--- config.mk ---
export PLATFORM = sky130hd
export DESIGN_NAME = ad7606_emu
export DESIGN_NICKNAME = d
export VERILOG_FILES = /design/src/rtl/ad7606_pkg.sv /design/src/rtl/ad7606_emu_sync_edge.sv /design/src/rtl/ad7606_emu.sv
export SDC_FILE = /design/constraint.sdc
export NUM_CORES = 1
export LEC_CHECK = 0
export ABC_AREA = 1
export CORE_ASPECT_RATIO = 1.1
export CORE_MARGIN = 1
export CORE_UTILIZATION = 50
export DETAILED_ROUTE_END_ITERATION = 8
export GPL_TIMING_DRIVEN = 1
export PLACE_DENSITY = 0.7
export SYNTH_ARGS = -nofsm -noshare
export SYNTH_HDL_FRONTEND = slang
export SYNTH_SLANG_ARGS = --single-unit
--- constraint.sdc ---
create_clock -name clk_25 -period 2.6 [get_ports clk_25]
set_input_delay 0.52 -clock clk_25 [delete_from_list [all_inputs] [get_ports clk_25]]
set_output_delay 0.52 -clock clk_25 [all_outputs]
set_load 0.01 [all_outputs]
--- src/rtl/ad7606_pkg.sv ---
// Shared constants and FSM encoding for the AD7606 responder model.
// Default conversion time, channel count and tag width live here.
package ad7606_pkg;

    localparam int NCH_MAX         = 8;
    localparam int CONV_CYCLES_DEF = 100;
    localparam int TAG_W_DEF       = 3;

    typedef enum logic [1:0] {
        IDLE = 2'd0,
        CONV = 2'd1,
        READ = 2'd2
    } state_e;

endpackage

--- src/rtl/ad7606_emu_sync_edge.sv ---
// Two-flop synchronizer plus an edge-detect flop for one asynchronous pin.
// RST_VAL matches the pin's idle level so no false edge appears after reset.
module sync_edge #(
    parameter logic RST_VAL = 1'b0
) (
    input  logic clk_25,
    input  logic rst_n,
    input  logic d,
    output logic lvl,
    output logic rise,
    output logic fall
);

    logic s1_q, s2_q, s3_q;
    logic s1_d, s2_d, s3_d;

    always_comb begin
        s1_d = d;
        s2_d = s1_q;
        s3_d = s2_q;
    end

    always_ff @(posedge clk_25 or negedge rst_n) begin
        if (!rst_n) begin
            s1_q <= RST_VAL;
            s2_q <= RST_VAL;
            s3_q <= RST_VAL;
        end else begin
            s1_q <= s1_d;
            s2_q <= s2_d;
            s3_q <= s3_d;
        end
    end

    assign lvl  = s2_q;
    assign rise = s2_q & ~s3_q;
    assign fall = ~s2_q & s3_q;

endmodule

--- src/rtl/ad7606_emu.sv ---
// AD7606 responder: answers CONVST with a timed BUSY pulse, then serves
// NCH channel-tagged samples on DB, one per qualified RD_n falling edge.
module ad7606_emu
    import ad7606_pkg::*;
#(
    parameter int CONV_CYCLES = CONV_CYCLES_DEF,
    parameter int NCH         = NCH_MAX,
    parameter int TAG_W       = TAG_W_DEF
) (
    input  logic        clk_25,
    input  logic        rst_n,
    input  logic        convst,
    input  logic        cs_n,
    input  logic        rd_n,
    output logic        busy,
    output logic        frstdata,
    output logic [15:0] db,
    output logic        db_oe,
    output logic        ovr
);

    localparam int         CNT_W    = 16 - TAG_W;
    localparam logic [2:0] LAST_IDX = 3'(NCH - 1);

    logic conv_lvl, conv_rise, conv_fall;
    logic cs_lvl, cs_rise, cs_fall;
    logic rd_lvl, rd_rise, rd_fall_raw;
    logic rd_fall;
    logic unused_sync;

    sync_edge #(.RST_VAL(1'b0)) u_sync_conv (
        .clk_25(clk_25), .rst_n(rst_n), .d(convst),
        .lvl(conv_lvl), .rise(conv_rise), .fall(conv_fall)
    );
    sync_edge #(.RST_VAL(1'b1)) u_sync_cs (
        .clk_25(clk_25), .rst_n(rst_n), .d(cs_n),
        .lvl(cs_lvl), .rise(cs_rise), .fall(cs_fall)
    );
    sync_edge #(.RST_VAL(1'b1)) u_sync_rd (
        .clk_25(clk_25), .rst_n(rst_n), .d(rd_n),
        .lvl(rd_lvl), .rise(rd_rise), .fall(rd_fall_raw)
    );

    assign unused_sync = ^{conv_lvl, conv_fall, cs_rise, cs_fall, rd_lvl, rd_rise};
    assign rd_fall     = rd_fall_raw & ~cs_lvl;

    state_e           state_q, state_d;
    logic             busy_q, busy_d;
    logic [7:0]       cnt_q, cnt_d;
    logic [2:0]       rd_idx_q, rd_idx_d;
    logic [CNT_W-1:0] sample_cnt_q, sample_cnt_d;
    logic [CNT_W-1:0] snap_q, snap_d;
    logic [15:0]      db_q, db_d;
    logic             frst_q, frst_d;
    logic             oe_q, oe_d;
    logic             ovr_q, ovr_d;

    always_ff @(posedge clk_25 or negedge rst_n) begin
        if (!rst_n) begin
            state_q      <= IDLE;
            busy_q       <= 1'b0;
            cnt_q        <= '0;
            rd_idx_q     <= '0;
            sample_cnt_q <= '0;
            snap_q       <= '0;
            db_q         <= '0;
            frst_q       <= 1'b0;
            oe_q         <= 1'b0;
            ovr_q        <= 1'b0;
        end else begin
            state_q      <= state_d;
            busy_q       <= busy_d;
            cnt_q        <= cnt_d;
            rd_idx_q     <= rd_idx_d;
            sample_cnt_q <= sample_cnt_d;
            snap_q       <= snap_d;
            db_q         <= db_d;
            frst_q       <= frst_d;
            oe_q         <= oe_d;
            ovr_q        <= ovr_d;
        end
    end

    always_comb begin
        state_d = state_q;
        case (state_q)
            IDLE: if (conv_rise) state_d = CONV;
            CONV: if (cnt_q == 8'd0) state_d = READ;
            READ: begin
                if (conv_rise)                          state_d = CONV;
                else if (rd_fall && rd_idx_q == LAST_IDX) state_d = IDLE;
            end
            default: state_d = IDLE;
        endcase
    end

    // Only the sample counter is snapshotted; the channel tag is appended on read.
    always_comb begin
        busy_d       = busy_q;
        cnt_d        = cnt_q;
        rd_idx_d     = rd_idx_q;
        sample_cnt_d = sample_cnt_q;
        snap_d       = snap_q;
        db_d         = db_q;
        frst_d       = frst_q;
        oe_d         = ~cs_lvl;
        ovr_d        = ovr_q;
        case (state_q)
            IDLE: begin
                if (conv_rise) begin
                    busy_d       = 1'b1;
                    cnt_d        = 8'(CONV_CYCLES - 1);
                    snap_d       = sample_cnt_q;
                    sample_cnt_d = sample_cnt_q + CNT_W'(1);
                    rd_idx_d     = '0;
                end else if (rd_fall) begin
                    db_d   = '0;
                    frst_d = 1'b0;
                end
            end
            CONV: begin
                if (conv_rise || rd_fall) ovr_d = 1'b1;
                if (cnt_q == 8'd0) begin
                    busy_d   = 1'b0;
                    rd_idx_d = '0;
                end else begin
                    cnt_d = cnt_q - 8'd1;
                end
            end
            READ: begin
                if (conv_rise) begin
                    busy_d       = 1'b1;
                    cnt_d        = 8'(CONV_CYCLES - 1);
                    snap_d       = sample_cnt_q;
                    sample_cnt_d = sample_cnt_q + CNT_W'(1);
                    rd_idx_d     = '0;
                    if (rd_idx_q == 3'd0) ovr_d = 1'b1;
                end else if (rd_fall) begin
                    db_d     = {TAG_W'(rd_idx_q), snap_q};
                    frst_d   = (rd_idx_q == 3'd0);
                    rd_idx_d = (rd_idx_q == LAST_IDX) ? 3'd0 : rd_idx_q + 3'd1;
                end
            end
            default: ;
        endcase
    end

    assign busy     = busy_q;
    assign frstdata = frst_q;
    assign db       = db_q;
    assign db_oe    = oe_q;
    assign ovr      = ovr_q;

endmodule
# After elaboration in Yosys (flattened, before gate mapping)
# Index checks and enable logic that the tools add are counted.
# op_classes
n_mux	31
magnitude_cmp	0
bitwise_logic	6
div_mod_pow	0
reduce_logical	17
shift	0
n_addsub	3
eq_ne	16
mul	0
# ops
cell	count
16-bit 2-to-1 mux	4
16-bit case mux with 2 select lines	1
2-bit inequality test (second input constant)	10
8-bit 2-to-1 mux	2
8-bit case mux with 2 select lines	1
3-bit 2-to-1 mux	5
13-bit by 1-bit adder with 13-bit output (second input constant)	1
1-bit 2-to-1 mux	9
3-bit case mux with 3 select lines	1
3-bit AND reduction	3
8-bit zero test	1
2-bit 2-to-1 mux	4
4-bit AND reduction	2
8-bit by 1-bit subtractor with 8-bit output (second input constant)	1
3-bit inequality test (second input constant)	2
1-bit case mux with 2 select lines	3
2-bit case mux with 3 select lines	1
2-bit nonzero test	3
5-bit AND reduction	1
3-bit by 1-bit adder with 3-bit output (second input constant)	1
1-bit bitwise AND	3
3-bit equality test (second input constant)	1
3-bit zero test	1
1-bit inverter	3
9 further kinds	9
# word_totals
reg_bits	67
mem_bits_rw	0
word_cells	91
mem_bits_ro	0
latch_bits	0
mem_count	0

# Longest topological paths before layout
# depth
ltp_word	7
mapped_depth	10
mapped_depth_nobuf	9

# By module
# From an unflattened synthesis, not the netlist that was laid out.
# hier_totals
cells_unflattened	338
area_unflattened_um2	3001.6
# by_module_without_submodules
module	area_per_inst_um2	seq_area_each_um2	cells_each	instances
ad7606_emu	2723.9	1476.4	317	1
sync_edge (u_sync_cs ...)	93.8	78.8	7	2
sync_edge (u_sync_conv)	90.1	75.1	7	1

# Worst setup path after synthesis
# Ideal clock, no wire load.
# synth_path
kind	register to register
start	reg cnt_q[0]
end	reg cnt_q[2]
stages_incl_launch_ff	11
t_required_ps	2482
arrival_time_ps	1303
setup_slack_ps	1179
setup_time_ps	118
period_less_slack_ps	1421
path_cell_list	dfrtp_1 -> inv_1 -> ha_1 -> nand2_1 -> nor2_1 -> nand2_2 -> nand2_4 -> nand2_4 -> buf_8 -> nand2_1 -> o21ai_2
# synth_via
elab_chain_len	3
# synth_lines
element	line	source
start: declaration	ad7606_emu.sv:49	logic [7:0] cnt_q, cnt_d;
start signal: assignment	ad7606_emu.sv:73	cnt_q <= cnt_d;
8-bit by 1-bit subtractor with 8-bit output or 8-bit zero test (tied branches)	ad7606_emu.sv:127, ad7606_emu.sv:123	
8-bit 2-to-1 mux or 2-bit inequality test (tied branches)	--	
8-bit case mux with 2 select lines or 3-bit AND reduction (tied branches)	--	
# Several ways; a longest one is shown, not always the timed one. The select of a mux whose other input is x is not followed.
# A chain may end at the register's enable or synchronous reset.

# Final worst setup path
# layout_path
start	reg state_q[0]
end	reg db_q[3] (netlist: db[3])
# layout_via
elab_chain_len	3
# layout_lines
element	line	source
start: declaration	ad7606_emu.sv:47	state_e state_q, state_d;
start signal: assignment	ad7606_emu.sv:71	state_q <= state_d;
2-bit equality test or 2-bit zero test (tied branches)	ad7606_emu.sv:108	case (state_q)
2-bit inequality test (no source line) or 2-bit nonzero test (tied branches)	--	
5-bit AND reduction (no source line)	--	
end signal: assignment	ad7606_emu.sv:66	db_q <= '0;
end signal: assignment	ad7606_emu.sv:77	db_q <= db_d;
end: declaration	ad7606_emu.sv:53	logic [15:0] db_q, db_d;
# Several ways; a longest one is shown, not always the timed one.

==> key figures <==
Power and ir drop
  • Comb power frac: 0.229
  • Net Sw Frac: 0.3186
  • Sw Pwr: 0.0009764 W
  • Worst ir drop on vdd: 0.6541 mV
  • Leak: 1.693 nW
  • Clk pwr share: 0.346
  • Pint: 0.002089 W
  • Power per cell area: 860.2 mW/mm2
  • Reg power frac: 0.425

Detailed routing
  • Routed Antenna Nets: 0
  • Routed WL: 5.607 mm
  • Routed len/inst: 12.57 um
  • DR DRC count: 0
  • DR iter-0 viols: 160
  • 1st-pass router iterations: 4
  • Vias per inst: 5.029
  • DR vias: 2243

Synth
  • Unique cell type count in the Yosys netlist: 28
  • Synthesized area: 0.003024 mm2
  • Post-Synthesis Cells: 335
  • Post-synthesis average cell area: 9.027 um2
  • Syn_nets: 346
  • Synth Warn #: 0
  • Seq/Total Area, Yosys: 0.5565
  • Yosys reg bits: 67

Setup path
  • Slowest cell delay on critical path: 0.49 ns
  • Crit-path max FO: 24
  • Crit path DAT: 2.08 ns
  • CP endpoint kind: flip-flop
  • Slowest stage cell, crit path: dfrtp_1
  • CP required: 2.84 ns
  • CP Launch Type: flip-flop
  • Worst reg2reg path endpoint: db[3]
  • Setup CP Type: flip-flop to flip-flop
  • Worst r2r src: state_q[0]
  • Reg2Reg Depth: 5
  • Crit-path cells: inv_4 -> nand2_2 -> nor2_2 -> inv_2 -> o31ai_1
  • R2r setup slk: 0.76 ns

Finish
  • Final-stage net count: 375
  • Area grow syn2layout: 17.83%
  • Antenna diode count: 0
  • Fraction of layout cells with a size suffix above 1: 0.1274

Timing
  • Crit path time final: 1.837 ns
  • Hold WS: 0.1380 ns
  • Worst Tran Pin Value: 0.5147 ns
  • Final cycle utilization of the critical path: 0.7065
  • Final setup violation count: 0
  • Setup slack after layout: 0.7632 ns
  • Hold Vio Cnt, Final: 0
  • Slew HR: 0.6569
  • Setup Skew: 0.008747 ns
  • Pins over their slew limit: 0
  • Unrepaired setup endpoints after global routing: false
  • Fmax: 0.5444 GHz
  • Fin Setup TNS: 0 ns

Clocking
  • Clock sink count: 67
  • Cts hold-fix bufs: 0
  • Total CTS buffers: 9
  • Reg clk slew, reported paths: 0.07 ns
  • H-tree depth: 3
  • Clock Path Buffers: 2
  • Post-cts resize count: 0
  • Skew-Pair Late Insertion Delay: 0.35 ns
  • TritonCTS clock tree: built
  • Post-CTS setup buffer count: 0
  • Root Buffer: clkbuf_8

GRT
  • Global-route wire length before repair: 9.729 mm
  • GR peak layer: met2
  • GR Util met3: 0.04699
  • Grt total ovfl: 0
  • Initial antenna violation count: 0
  • Largest net degree at the start of global routing: 27
  • Total GRT Usage: 0.1997
  • Vias in the first global route: 2133
  • Met2 GRT Util: 0.3041
  • GRT met1 Usage: 0.2688

Outcome
  • Status: finished, final reports clean

Die
  • Placeable Area: 0.005806 mm2
  • Starting density of the core: 0.5209
  • Row cnt: 29
  • Die width: 76.15 um
  • Chip Height: 83.57 um
  • IO Pins: 25
  • Die area: 0.006363 mm2

Hold path
  • Hold crit path type: input pin to async pin

Placed design
  • Post-DP HPWL: 3.873 mm
  • Placer congestion estimate: 0.7595
  • Place WS: 0.7143 ns
  • IO buf count: 24

Run
  • Max_cap viols: 0
[sequential cells by signal, summed over array words and instances, names as in the netlist, 2 cells and up]
| register | cells |
|---|---|
| sample_cnt_q | 13 |
| rd_idx_q | 3 |
| state_q | 2 |
| cnt_q | 8 |
| snap_q | 13 |
| db | 16 |
[power by group through the flow]
stage | combinational (W) | clock (W) | sequential (W)
3_3_place_gp | 0.000696 | 0 | 0.00132
2_1_floorplan | 0.000593 | 0 | 0.00129
5_1_grt | 0.000802 | 0.00112 | 0.00132
6_report | 0.000701 | 0.00106 | 0.00130
3_5_place_dp | 0.000699 | 0 | 0.00132
4_1_cts | 0.000709 | 0.00108 | 0.00130
[critical path, delay by kind of cell, from the launching register on]
kind                   cells  cell delay (ns)
buffers and inverters      2             0.50
flip-flops                 1             0.49
AND/OR/NAND/NOR            2             0.45
AO/OA/AOI/OAI              1             0.29
[how the worst max path moves through the flow]
stage	from	to	slack [ns]	cells after the start
2_1_floorplan	cnt_q[0]	cnt_q[2]	1.18	10
3_3_place_gp	state_q[0]	db[2]	0.78	5
3_5_place_dp	state_q[0]	db[3]	0.71	5
4_1_cts	state_q[0]	db[3]	0.73	5
5_1_grt	state_q[0]	db[2]	0.55	5
6_report	state_q[0]	db[3]	0.76	5
[cell usage in the layout, fill, tap and decap left out, drive strengths merged]
cell and count:
nand2 114, dfrtp 62, inv 34, nand3 31, nor2 26, clkdlybuf4s50 23, o21ai 22, clkbuf 10
nand4 9, o31ai 6, xor2 6, ha 6, dfstp 5, buf 4, xnor2 3, bufinv 3
and2 1, nor3 1, a21oi 1, clkinvlp 1, clkinv 1
[cell usage after synthesis]
| master | number | share of area |
|---|---|---|
| nand2_1 | 106 | 0.13 |
| dfrtp_1 | 62 | 0.51 |
| nand3_1 | 31 | 0.051 |
| inv_1 | 29 | 0.036 |
| nor2_1 | 20 | 0.025 |
| o21ai_0 | 10 | 0.017 |
| nand4_1 | 9 | 0.019 |
| o21ai_1 | 8 | 0.013 |
| buf_2 | 6 | 0.0099 |
| ha_1 | 6 | 0.025 |
| nand2_2 | 6 | 0.012 |
| o31ai_1 | 6 | 0.015 |
| xor2_1 | 6 | 0.017 |
| dfstp_2 | 5 | 0.043 |
| o21ai_2 | 4 | 0.012 |
| inv_2 | 3 | 0.0037 |
| nor2_4 | 3 | 0.011 |
| xnor2_1 | 3 | 0.0087 |
| nand2_4 | 2 | 0.0074 |
| nor2_2 | 2 | 0.0041 |
| a21oi_1 | 1 | 0.0017 |
| and2_1 | 1 | 0.0021 |
| buf_4 | 1 | 0.0025 |
| buf_6 | 1 | 0.0037 |
| buf_8 | 1 | 0.0050 |
| inv_4 | 1 | 0.0021 |
| nor2_8 | 1 | 0.0066 |
| nor3_1 | 1 | 0.0017 |
[area by class of cell]
type                            count  area (um2)
Clock buffer                       10       137.6
Timing Repair Buffer               27       257.7
Inverter                           33       126.4
Sequential cell                    67        1683
Clock inverter                      6       111.4
Multi-Input combinational cell    226        1151
Fill cell                         500        2242
Tap cell                           77       96.34
[metrics by stage]
step | total power (W) | instance area, um2 | util | std cells
floorplan | 0.001884 | 3024 | - | 335
global placement | 0.002012 | 3314 | 0.5709 | 430
detailed placement | 0.002021 | 3314 | 0.5709 | 430
CTS | 0.003090 | 3563 | 0.6138 | 446
global route | 0.003245 | 3563 | 0.6138 | 446
finish | 0.003065 | 3563 | 0.6138 | 446
[kinds of logic after synthesis]
logic type | after synthesis | share of synthesized area
fa+ha+maj | 6 | 0.02482
buf+inv | 42 | 0.06289
compound gates | 29 | 0.05792
simple gates | 182 | 0.2718
flops | 67 | 0.5565
xor+xnor | 9 | 0.02607
[layer usage]
layer | wire (um) | up-vias
met5 | 0 | -
met4 | 106 | 0
met3 | 248 | 11
met2 | 2496 | 40
met1 | 2756 | 1058
li1 | - | 1134
Note: power is estimated with default switching activity, not from simulation.
